`src/rtl/alu_exec_unit.sv`:
```
// Single-issue ALU execution unit with a valid/ready handshake on both sides.
// Shifts run iteratively, one bit per cycle; every other op resolves in one cycle.
module alu_exec_unit (
  input  logic        clk,
  input  logic        rst,
  input  logic        in_valid,
  output logic        in_ready,
  input  logic [2:0]  alu_control,
  input  logic [31:0] src_a,
  input  logic [31:0] src_b,
  output logic        out_valid,
  input  logic        out_ready,
  output logic [31:0] alu_result,
  output logic        zero,
  output logic        busy
);

  typedef enum logic [1:0] {IDLE, SHIFT, DONE} state_t;

  state_t      state, state_nxt;
  logic [31:0] work;
  logic [31:0] work_nxt;
  logic [31:0] op_res;
  logic [4:0]  cnt;
  logic        shr;
  logic        accept;
  logic        is_shift;
  logic [4:0]  shamt;

  assign in_ready  = (state == IDLE);
  assign out_valid = (state == DONE);
  assign busy      = (state != IDLE);
  assign zero      = (alu_result == 32'h0);

  assign accept   = in_valid && in_ready;
  assign is_shift = (alu_control[1:0] == 2'b01);
  assign shamt    = src_b[4:0];
  assign work_nxt = shr ? (work >> 1) : (work << 1);

  // Shift opcodes land here only with shamt == 0, where the result is src_a unchanged.
  always_comb begin
    op_res = 32'h0;
    case (alu_control)
      3'b000:         op_res = src_a + src_b;
      3'b010:         op_res = src_a - src_b;
      3'b100:         op_res = src_a ^ src_b;
      3'b110:         op_res = src_a | src_b;
      3'b111:         op_res = src_a & src_b;
      3'b001, 3'b101: op_res = src_a;
      default:        op_res = 32'h0;
    endcase
  end

  always_ff @(posedge clk) begin
    if (rst) state <= IDLE;
    else     state <= state_nxt;
  end

  always_comb begin
    state_nxt = state;
    case (state)
      IDLE:    if (accept) state_nxt = (is_shift && shamt != 5'd0) ? SHIFT : DONE;
      SHIFT:   if (cnt == 5'd1) state_nxt = DONE;
      DONE:    if (out_ready) state_nxt = IDLE;
      default: state_nxt = IDLE;
    endcase
  end

  always_ff @(posedge clk) begin
    if (rst) begin
      alu_result <= 32'h0;
      work       <= 32'h0;
      cnt        <= 5'd0;
      shr        <= 1'b0;
    end else begin
      case (state)
        IDLE: if (accept) begin
          if (is_shift && shamt != 5'd0) begin
            work <= src_a;
            cnt  <= shamt;
            shr  <= alu_control[2];
          end else begin
            alu_result <= op_res;
          end
        end
        SHIFT: begin
          work <= work_nxt;
          cnt  <= cnt - 5'd1;
          if (cnt == 5'd1) alu_result <= work_nxt;
        end
        default: ;
      endcase
    end
  end

endmodule
```
`config.mk`:
```
export PLATFORM = sky130hd
export DESIGN_NAME = alu_exec_unit
export DESIGN_NICKNAME = d
export VERILOG_FILES = /design/src/rtl/alu_exec_unit.sv
export SDC_FILE = /design/constraint.sdc
export NUM_CORES = 1
export LEC_CHECK = 0
export CAP_MARGIN = 30
export CORE_MARGIN = 1.5
export CORE_UTILIZATION = 61
export DETAILED_ROUTE_END_ITERATION = 10
export MAX_ROUTING_LAYER = met4
export PLACE_DENSITY_LB_ADDON = 0.05
export SYNTH_ARGS = -nofsm -noshare
export SYNTH_HDL_FRONTEND = slang
export SYNTH_SLANG_ARGS = --single-unit
```
`constraint.sdc`:
```
create_clock -name clk -period 10.1 [get_ports clk]
set_input_delay 1.01 -clock clk [delete_from_list [all_inputs] [get_ports clk]]
set_output_delay 1.01 -clock clk [all_outputs]
set_load 0.05 [all_outputs]
```
==> summary.md <==
| Metric | Value |
|---|---|
| Status | `finished, final reports clean` |
| CTS resizes | `0` |
| Clock buffer depth | `2` |
| Vias/cell | `6.30` |
| Final Hold Violating Endpoints | `0` |
| Max VDD drop | `0.0758 mV` |
| CTS tree | `done` |
| GR Overflow Total | `0` |
| Min-Delay Path Class | `flop to flop` |
| Fin crit period | `6220 ps` |
| WS Path Type | `primary input to flop` |
| Setup TNS | `0 ps` |
| Layout cells sized above 1 | `4.73%` |
| Number of global-route vias before repair | `7,191` |
| P_leak | `3.87 nW` |
| Wirelength per Cell | `18.8 um` |
| Fmax | `0.161 GHz` |
| Nets | `1,307` |
| First-pass GRT wire length | `38.0 mm` |
| Critical path peak fanout | `24` |
| Synth top cells by count | `136 x nor2_1, 107 x a21oi_1, 99 x ha_1` |
| Vias | `8,267` |
| Post-CTS Setup Inserts | `0` |
| Post-synth EDFFs | `0` |
| Biggest cell delay along the critical path | `970 ps` |
| Port buffer count | `106` |
| Seq/Total Area, Yosys | `18.4%` |
| Diodes inserted | `0` |
| CTS Hold Buffers Added | `0` |
| Clock transition at the registers of the reported paths | `60 ps` |
| Largest net degree at the start of global routing | `74` |
| Synth warn | `0` |
| Yosys cell types | `69` |
| Pre-Repair DR Iteration Count | `5` |
| Rows | `41` |
| Chip height | `116 um` |
| CP startpoint kind | `primary input` |
| Root buf cell | `clkbuf_16` |
| Area Overhead vs Synth | `18.8%` |
| Synth async-reset ratio | `0%` |
| Fill cell count | `1,035` |
| Non-Filler Instances | `1,313` |
| Detailed Route WL | `24.6 mm` |
| Multi-input gate area | `5860 um^2` |
| Cell Count Post-Placement | `1,297` |
| Drt initial violations | `846` |
| Initial antenna violation count | `0` |
| Post-Syn Instances | `1,071` |
| Syn avg cell area | `7.30 um^2` |
| GRT Total Usage | `37.5%` |
| # IOs | `107` |
| Synth area leader | `dfxtp_1` |
| Total Die Area | `13,500 um^2` |
| Yosys top cell area share | `18.4%` |
| H-tree level count | `3` |
| Post-Syn Nets | `1,242` |
| Most used DFF post-synth | `dfxtp_1` |
| Top cells by area, synth | `dfxtp_1 18%, ha_1 16%, a21oi_1 6.8%` |
| Max Slew Vio Count | `0` |
| CTS buffer count | `9` |
| Final setup viols | `0` |
| Slowest library cell on the worst path | `nor2_1` |
| CP required | `10,280 ps` |
| Worst slew pin tran | `1100 ps` |
| Nature of the critical path endpoint | `flop` |
| HPWL Detailed | `18.6 mm` |
| Count leader, synth | `nor2_1` |
| Max_cap viols | `0` |
| Sequential Area | `1440 um^2` |
| DRC | `0` |
| CTS sink count | `72` |
| Mapped cell area | `7820 um^2` |
| Core area | `12,600 um^2` |
| Worst slew margin | `26.4%` |
| P per Cell Area | `129 nW/um^2` |
| Die X | `116 um` |
| #FFs+latches synth | `72` |
| Tcrit/Tclk final | `61.5%` |
| Clk_skew | `11.7 ps` |
| RSZ-0062 raised after global routing | `no` |
| Worst skew pair latency | `340 ps` |
| Crit-path cells | `clkdlybuf4s50_1 -> nor2_1 -> and2_1 -> nor2_1 -> xnor2_1 -> ha_1 -> and2_1 -> a221oi_1 -> a2111oi_0 -> a211o_1 -> a21oi_2 -> o211ai_1 -> a41oi_2 -> mux2i_1 -> a311oi_1` |
| Starting density of the core | `62.2%` |
| Pre-CTS setup slack | `3700 ps` |
| Crit path DAT | `6400 ps` |
| Gp weighted congestion | `1.01` |
| Post-route ant nets | `0` |
| Setup slack after layout | `3880 ps` |
flip-flops by register name (all words and copies together) (netlist names):
signal and count:
cnt 5, shr 1, work 32, alu_result 32, state 2
power by group:
group	switching (W)	internal (W)	leakage (nW)	total, W
logic	0.000331	0.000204	3.14	0.000535
registers	0.0000301	0.000314	0.591	0.000344
clock network	0.000125	0.000192	0.139	0.000317
critical path, delay by kind of cell:
kind                     cells  cell delay [ps]
XOR/XNOR                     1              160
buffers and inverters        1              860
adder cells (fa/ha/maj)      1              340
AO/OA/AOI/OAI                7             1690
multiplexers                 1              230
AND/OR/NAND/NOR              4             2090
worst paths after layout:
| path | startpoint | endpoint | slack, ps | cells after the start |
|---|---|---|---|---|
| max | alu_control[0] | alu_result[31] | 3880 | 15 |
| min | work[20] | work[20] | 470 | 2 |
| max reg2reg | state[0] | alu_result[28] | 7400 | 6 |
| min reg2reg | work[20] | work[20] | 470 | 2 |
per-stage QoR:
stage,power (W),util [%],hold slack (ps),cell area [um^2]
3_5_place_dp,0.000870,71.6,463,8990
4_1_cts,0.00118,73.9,470,9290
5_1_grt,0.00126,73.9,486,9290
3_3_place_gp,0.000859,71.1,456,8940
2_1_floorplan,0.000696,-,439,7820
6_report,0.00119,73.9,469,9290
metal layers:
layer | wire length [um] | vias up | part of all wire [%] | GRT usage, %
li1 | - | 3963 | - | -
met1 | 10900 | 3836 | 44 | 53.3
met2 | 10500 | 436 | 43 | 54.2
met3 | 2880 | 32 | 12 | 8.51
met4 | 369 | 0 | 1.5 | 7.80
met5 | 0 | - | 0 | -
layout make-up:
cell class | instances | area share (%)
clock inverters | 6 | 0.727
well taps | 172 | 2.32
multi-input cells | 857 | 63.1
flip-flops and latches | 72 | 15.5
repair buffers | 117 | 12.7
clock buffers | 10 | 2.46
inverters | 79 | 3.19
placed cells by master (no fill, tap or decap), types with 4 or more instances in the layout:
| cell | count |
|---|---|
| o211ai_1 | 18 |
| nand2b_1 | 7 |
| buf_4 | 9 |
| nor4_1 | 14 |
| nor2_1 | 136 |
| o21a_1 | 4 |
| nor2b_1 | 5 |
| o221ai_1 | 4 |
| nand4_1 | 5 |
| clkdlybuf4s50_1 | 105 |
| mux2_2 | 5 |
| nor3_1 | 38 |
| a211oi_1 | 29 |
| a221oi_1 | 7 |
| xnor2_1 | 42 |
| a22oi_1 | 16 |
| a31oi_1 | 12 |
| a21o_1 | 15 |
| o21ai_0 | 49 |
| o22ai_1 | 6 |
| nand3_1 | 12 |
| o21bai_1 | 4 |
| clkbuf_16 | 9 |
| a221o_1 | 4 |
| a21oi_1 | 107 |
| inv_1 | 79 |
| and2_1 | 6 |
| a22o_1 | 10 |
| mux2i_1 | 35 |
| dfxtp_1 | 71 |
| a311oi_1 | 6 |
| and3_1 | 8 |
| o31ai_1 | 4 |
| ha_1 | 99 |
| xor2_1 | 13 |
| nand2_1 | 85 |
kinds of logic after synthesis:
| family | count (synthesis) | share of synthesized area [%] |
|---|---|---|
| compound gates | 318 | 26.6 |
| xor+xnor | 55 | 6.16 |
| fa+ha+maj | 100 | 16.1 |
| buf+inv | 142 | 6.88 |
| flops | 72 | 18.4 |
| mux | 40 | 5.20 |
| simple gates | 344 | 20.7 |
Note: power is estimated with default switching activity, not from simulation.
